==> src/rtl/alu_pkg.sv <==
// Opcodes and controller state encoding shared by the 1-bit ALU slice and the
// serial controller that sequences it.
package alu_pkg;

    localparam logic [2:0] OP_ADD  = 3'b000;
    localparam logic [2:0] OP_SUB  = 3'b001;
    localparam logic [2:0] OP_MUL  = 3'b010;
    localparam logic [2:0] OP_NOT  = 3'b011;
    localparam logic [2:0] OP_AND  = 3'b100;
    localparam logic [2:0] OP_OR   = 3'b101;
    localparam logic [2:0] OP_XOR  = 3'b110;
    localparam logic [2:0] OP_XNOR = 3'b111;

    typedef enum logic [1:0] {
        S_IDLE = 2'd0,
        S_RUN  = 2'd1,
        S_DONE = 2'd2
    } state_t;

    // Only ADD and SUB propagate a carry between bit positions.
    function automatic logic is_arith(input logic [2:0] sel);
        return (sel == OP_ADD) || (sel == OP_SUB);
    endfunction

endpackage

==> src/rtl/alu.sv <==
// Combinational 1-bit ALU slice; SUB inverts b so the caller supplies the +1
// through cin on the least significant bit.
module alu
    import alu_pkg::*;
(
    input  logic       a,
    input  logic       b,
    input  logic       cin,
    input  logic [2:0] sel,
    output logic       y,
    output logic       cout
);

    logic bx;

    always_comb begin
        y    = 1'b0;
        cout = 1'b0;
        bx   = (sel == OP_SUB) ? ~b : b;
        case (sel)
            OP_ADD, OP_SUB: begin
                y    = a ^ bx ^ cin;
                cout = (a & bx) | (a & cin) | (bx & cin);
            end
            OP_MUL, OP_AND: y = a & b;
            OP_NOT:         y = ~a;
            OP_OR:          y = a | b;
            OP_XOR:         y = a ^ b;
            OP_XNOR:        y = ~(a ^ b);
            default:        y = 1'b0;
        endcase
    end

endmodule

==> src/rtl/alu_serial_ctrl.sv <==
// Runs WIDTH-bit operations through a single 1-bit ALU slice, LSB first, with
// valid/ready handshakes on the command and result sides.
module alu_serial_ctrl
    import alu_pkg::*;
#(
    parameter int WIDTH = 8
) (
    input  logic             clk,
    input  logic             rst_n,
    input  logic             start_valid,
    output logic             start_ready,
    input  logic [WIDTH-1:0] op_a,
    input  logic [WIDTH-1:0] op_b,
    input  logic [2:0]       op_sel,
    output logic             res_valid,
    input  logic             res_ready,
    output logic [WIDTH-1:0] result,
    output logic             carry_out,
    output logic             zero,
    output logic             busy
);

    localparam int CW = $clog2(WIDTH);
    localparam logic [CW-1:0] LAST = CW'(WIDTH - 1);

    state_t           state;
    logic [CW-1:0]    cnt;
    logic [WIDTH-1:0] a_sh;
    logic [WIDTH-1:0] b_sh;
    logic [WIDTH-1:0] r_sh;
    logic [2:0]       op_q;
    logic             carry;
    logic             slice_y;
    logic             slice_cout;

    alu u_alu (
        .a    (a_sh[0]),
        .b    (b_sh[0]),
        .cin  (carry),
        .sel  (op_q),
        .y    (slice_y),
        .cout (slice_cout)
    );

    // DONE spends its first cycle publishing the finished shift register, so
    // result/zero/carry_out only ever reflect a fully completed operation.
    always_ff @(posedge clk or negedge rst_n) begin
        if (!rst_n) begin
            state       <= S_IDLE;
            cnt         <= '0;
            a_sh        <= '0;
            b_sh        <= '0;
            r_sh        <= '0;
            op_q        <= '0;
            carry       <= 1'b0;
            start_ready <= 1'b0;
            res_valid   <= 1'b0;
            result      <= '0;
            carry_out   <= 1'b0;
            zero        <= 1'b0;
            busy        <= 1'b0;
        end else begin
            case (state)
                S_IDLE: begin
                    start_ready <= 1'b1;
                    if (start_valid && start_ready) begin
                        a_sh        <= op_a;
                        b_sh        <= op_b;
                        r_sh        <= '0;
                        op_q        <= op_sel;
                        cnt         <= '0;
                        carry       <= (op_sel == OP_SUB);
                        start_ready <= 1'b0;
                        busy        <= 1'b1;
                        state       <= S_RUN;
                    end
                end
                S_RUN: begin
                    a_sh  <= a_sh >> 1;
                    b_sh  <= b_sh >> 1;
                    r_sh  <= {slice_y, r_sh[WIDTH-1:1]};
                    carry <= is_arith(op_q) ? slice_cout : 1'b0;
                    cnt   <= cnt + CW'(1);
                    if (cnt == LAST) begin
                        state <= S_DONE;
                    end
                end
                S_DONE: begin
                    if (!res_valid) begin
                        result    <= r_sh;
                        zero      <= (r_sh == '0);
                        carry_out <= carry;
                        res_valid <= 1'b1;
                    end else if (res_ready) begin
                        res_valid   <= 1'b0;
                        busy        <= 1'b0;
                        start_ready <= 1'b1;
                        state       <= S_IDLE;
                    end
                end
                default: state <= S_IDLE;
            endcase
        end
    end

endmodule

==> config.mk <==
export PLATFORM = sky130hd
export DESIGN_NAME = alu_serial_ctrl
export DESIGN_NICKNAME = d
export VERILOG_FILES = /design/src/rtl/alu_pkg.sv /design/src/rtl/alu.sv /design/src/rtl/alu_serial_ctrl.sv
export SDC_FILE = /design/constraint.sdc
export NUM_CORES = 1
export LEC_CHECK = 0
export ABC_AREA = 1
export BUFFER_PORTS_ARGS = -buffer_cell sky130_fd_sc_hd__buf_2
export CAP_MARGIN = 15
export CORE_AREA = 8 8 88 90
export CTS_CLUSTER_SIZE = 12
export DETAILED_ROUTE_END_ITERATION = 10
export DIE_AREA = 0 0 96 98
export GPL_ROUTABILITY_DRIVEN = 0
export PLACE_DENSITY = 0.63
export REMOVE_ABC_BUFFERS = 1
export SLEW_MARGIN = 15
export SYNTH_ARGS = -nofsm -noshare
export SYNTH_HDL_FRONTEND = slang
export SYNTH_SLANG_ARGS = --single-unit
==> constraint.sdc <==
create_clock -name clk -period 1.8 [get_ports clk]
set_input_delay 0.09 -clock clk [delete_from_list [all_inputs] [get_ports clk]]
set_output_delay 0.09 -clock clk [all_outputs]
set_load 0.005 [all_outputs]
Yosys cells after proc, flatten, opt, wreduce, memory -nomap -nowiden
Index checks and enable logic that the tools add are counted.
{"block": "op_classes", "add_sub_neg": 1, "n_reduce_logical": 15, "n_bitwise": 14, "eq_ne": 15, "mux": 29}
{"cell": "8-bit one-hot mux with 2 select lines", "n": 3}
{"cell": "8-bit two-way mux", "n": 3}
{"cell": "3-bit equality test, second input constant", "n": 5}
{"cell": "1-bit two-way mux", "n": 12}
{"cell": "8-bit logical NOT", "n": 1}
{"cell": "2-bit two-way mux", "n": 4}
{"cell": "2-bit != test, second input constant", "n": 4}
{"cell": "4-bit AND reduction", "n": 2}
{"cell": "3-bit by 1-bit equality test with 1-bit output, second input constant", "n": 2}
{"cell": "3-bit by 2-bit equality test with 1-bit output, second input constant", "n": 2}
{"cell": "1-bit one-hot mux with 2 select lines", "n": 3}
{"cell": "1-bit one-hot mux with 6 select lines", "n": 1}
{"cell": "2-bit one-hot mux with 3 select lines", "n": 1}
{"cell": "3-bit one-hot mux with 2 select lines", "n": 1}
{"cell": "2-bit AND reduction", "n": 3}
{"cell": "1-bit bitwise AND", "n": 4}
{"cell": "1-bit inverter", "n": 4}
{"cell": "2-bit nonzero test", "n": 2}
{"cell": "2-bit OR reduction", "n": 2}
{"cell": "3-bit by 1-bit adder with 3-bit output, second input constant", "n": 1}
{"cell": "3-bit logical NOT", "n": 1}
{"cell": "3-bit two-way mux", "n": 1}
{"cell": "1-bit OR", "n": 3}
{"cell": "3-bit AND reduction", "n": 1}
{"cell": "6 further kinds", "n": 8}
{"block": "word_totals", "register_bits": 46, "word_cells": 87, "output_inout_bits": 13, "in_bits": 23}

Logic depth before layout (Yosys ltp)
{"block": "depth", "word_depth": 8, "mapped_depth": 9, "ltp_nobuf": 9}

By module
A second synthesis with hierarchy kept.
{"block": "hier_totals", "cells_unflattened": 267, "area_unflattened_um2": 2173.3}
{"module": "alu_serial_ctrl", "area_each_um2": 2001.9, "cells_each": 237, "instances": 1}
{"module": "alu", "area_each_um2": 171.4, "cells_each": 30, "instances": 1}

Worst setup path after synthesis
OpenSTA, ideal clock, no wires.
{"block": "synth_path", "path_type": "flip-flop to flip-flop", "start": "register op_q[1]", "end": "register r_sh[7]", "synth_period_minus_slack_ps": 1518, "path_slack_ps": 282, "t_required_ps": 1684, "t_arrival_ps": 1401, "path_buffers": 0, "stages_incl_launch_ff": 8, "path_cell_list": "dfrtp_1 nor2_1 nand2_1 xor2_1 fa_1 a21oi_1 nand2_1 nand2_1"}
{"block": "synth_via", "elab_chain_cells": 6, "word_cells_on_any_way": 15, "classes_between": "eq/ne: 7; mux: 3; bitwise: 2; reduce/logical: 3"}
{"item": "from (decl)", "line_no": "alu_serial_ctrl.sv:31", "source": "logic [2:0] op_q;"}
{"item": "from (signal assigned)", "line_no": "alu_serial_ctrl.sv:70", "source": "op_q <= op_sel;"}
{"item": "3-bit by 1-bit equality test with 1-bit output", "line_no": "alu.sv:19, alu.sv:20"}
{"item": "1-bit two-way mux", "line_no": "alu.sv:19", "source": "bx = (sel == OP_SUB) ? ~b : b;"}
{"item": "1-bit XOR (2 in series)", "line_no": "alu.sv:22", "source": "y = a ^ bx ^ cin;"}
{"item": "1-bit one-hot mux with 6 select lines (*)", "line_no": "alu.sv:20", "source": "case (sel)"}
{"item": "8-bit one-hot mux with 2 select lines (*)", "line_no": "alu_serial_ctrl.sv:63", "source": "case (state)"}
{"item": "to (signal assigned)", "line_no": "alu_serial_ctrl.sv:81", "source": "r_sh <= {slice_y, r_sh[WIDTH-1:1]};"}
{"item": "to (decl)", "line_no": "alu_serial_ctrl.sv:30", "source": "logic [WIDTH-1:0] r_sh;"}
Mark *: on every way between the ends. The rest lies on a longest branch, timed or not.
A chain may end at the register's enable or synchronous reset.

Worst setup path after layout
Same ends and word-level chain as after synthesis.

==> results.json <==
{
  "synth_top_cell_area_share": 0.5380,
  "postRouteAntennaNets": 0,
  "cts_buffers": 5,
  "skew_ns": 0.005391,
  "arrival_ns": 1.81,
  "tns_ns": 0,
  "netlist_area_um2": 2140,
  "grt_first_pass_wirelength_um": 7279,
  "cellLeakagePower_nw": 1.288,
  "crit_type": "flip-flop to flip-flop",
  "vdd_drop_max_uv": 870.6,
  "cts.sinks": 46,
  "synth.distinct_cells": 24,
  "drtIter0Drc": 47,
  "area_growth_pct": 18.65,
  "synthArstFlopShare": 1.000,
  "place_inst": 358,
  "netlist.top_cell.by_area": "dfrtp_1",
  "wl_per_cell_um": 11.05,
  "fin_ws_ns": 0.1746,
  "track_usage": 0.09635,
  "io_pins": 36,
  "rsz0062_at_grt": "false",
  "yosysSeqAreaShare": 0.5380,
  "row_count": 30,
  "max_freq_ghz": 0.6152,
  "initial_core_util": 0.3295,
  "ys_top_cells_by_count": "nand2_1 (77), dfrtp_1 (46), inv_1 (31), o21ai_0 (26), o21ai_1 (11)",
  "cts.clk_slew.worst_paths_ns": 0.08,
  "fin_cells": 369,
  "setup_viol": 0,
  "dr.pass1.iters": 4,
  "clock_path_buffers": 2,
  "finalCritPeriodShare": 0.9030,
  "dp_hpwl_um": 2958,
  "hold_class": "primary input to flip-flop",
  "vias_per_cell": 4.480,
  "worst_setup_path_start_kind": "flip-flop",
  "coreArea_um2": 6494,
  "worstSetupEndpointType": "flip-flop",
  "finalHoldViolCount": 0,
  "overflow": 0,
  "fp.dieH_um": 98,
  "ctsHtreeMaxLevel": 2,
  "worstMarginPinSlew_ns": 0.5675,
  "drc_errors": 0,
  "diodes": 0,
  "grt_max_degree": 47,
  "fp.dieW_um": 96,
  "maxCapViolCount": 0,
  "numPortBuffers": 35,
  "p_per_area_nw_per_um2": 1677,
  "dr_total_vias": 1653,
  "clock_latency_ns": 0.30,
  "fillerInstances": 677,
  "synth_area_per_cell_um2": 8.697,
  "cts_tree": "yes",
  "routed_wl_um": 4077,
  "finalMaxSlewViolations": 0,
  "period_minus_slack_ns": 1.625,
  "drive_above_1_share": 0.2111,
  "synth.area.top_cells": "dfrtp_1 (54%), nand2_1 (14%), o21ai_0 (6.1%), inv_1 (5.4%), o21ai_2 (2.9%)",
  "first_global_vias": 1633,
  "synth_cells": 246,
  "layout.nets": 316,
  "synth_most_common_cell": "nand2_1",
  "cp_max_fo": 6,
  "status": "finished clean",
  "maxSlewHeadroom": 0.6217,
  "antenna_found_initial": 0,
  "design_area_um2": 2539,
  "yosysWarnings": 0,
  "ys_seq_elements": 46,
  "die-area_um2": 9408,
  "placed_cell_area_um2": 2399,
  "post_cts_resized": 0,
  "synthFlopType": "dfrtp_1",
  "required_ns": 1.99,
  "preCtsSetupSlack_ns": 0.1896,
  "ctsRootBufferMaster": "clkbuf_8",
  "synth_edf_count": 0
}
-- path summary, 6_finish.rpt --
| path | from | to | slack, ns | cells past startpoint |
|---|---|---|---|---|
| setup / recovery | op_q[1] | r_sh[7] | 0.17 | 7 |
| hold reg to reg | zero | zero | 0.48 | 2 |
| min in group asynchronous | rst_n | result[3] | 0.40 | 3 |
| max in group asynchronous | rst_n | r_sh[6] | 1.01 | 3 |
| setup reg to reg | op_q[1] | r_sh[7] | 0.17 | 7 |
| hold / removal | op_sel[2] | op_q[2] | 0.02 | 3 |
-- cells in the final DEF, fill, tap and decap left out, types with 2 or more instances in the layout --
cell	instances
o22ai_1	7
ha_1	4
o21ai_0	26
o21ai_1	11
dlygate4sd3_1	3
clkbuf_8	8
inv_2	2
buf_2	35
nor2_1	6
o21ai_2	7
a21oi_1	3
nor3_1	2
nand2_1	77
buf_4	6
nand3_1	7
dfrtp_1	46
inv_1	31
-- registers in the layout (all words and copies together) (netlist names) --
signal,cells
carry_out,1
a_sh,8
zero,1
res_valid,1
r_sh,8
result,8
cnt,3
state,2
b_sh,8
busy,1
start_ready,1
carry,1
op_q,3
-- worst max-delay path, stage by stage, from the launching register on --
cell,delay (ns)
dfrtp_1,0.44
nor2_1,0.18
nand2_1,0.09
xor2_1,0.15
fa_1,0.48
a21oi_1,0.06
nand2_1,0.07
nand2_1,0.05
-- cell type report --
class | instances | area [um^2] | area share
flip-flops and latches | 46 | 1151 | 0.4534
clock buffers | 8 | 110.1 | 0.04337
well taps | 80 | 100.1 | 0.03943
repair buffers | 45 | 270.3 | 0.1065
multi-input cells | 157 | 783.3 | 0.3085
inverters | 33 | 123.9 | 0.04879
-- logic make-up after synthesis --
group,count (synthesis),share of synthesized area
AOI/OAI and AO/OA,55,0.1462
xor gates and xnor gates,1,0.004094
adders and majority gates,5,0.03275
buffers and inverters,43,0.09591
DFF,46,0.5380
and+or+nand+nor,96,0.1830
-- through the flow --
step           hold slack, ns    util  total power, mW
2_1_floorplan         -0.2056       -            2.957
5_1_grt               0.03635  0.3909            4.697
3_3_place_gp           0.2113  0.3694            3.523
4_1_cts               0.01090  0.3909            4.334
6_report              0.01889  0.3909            4.256
3_5_place_dp           0.2147  0.3694            3.594
-- where the power goes --
group / internal (mW) / leakage, nW / switching (mW)
registers: 1.47 / 0.591 / 0.213
logic: 0.732 / 0.639 / 1.12
clock network: 0.388 / 0.0575 / 0.334
-- routing by layer --
layer	vias to the layer above	GRT usage	wire length, um
met1	741	0.1230	1963
met4	0	0.03905	68
met2	40	0.1463	1810
li1	864	-	-
met3	8	0.02916	235
met5	-	0	0
-- timing repair --
item | in CTS | in global routing
buffers inserted | 0 | 0
endpoints found under the hold margin | 48 | 0
hold buffers | 3 | 0
Power figures use the tool's default switching activity.
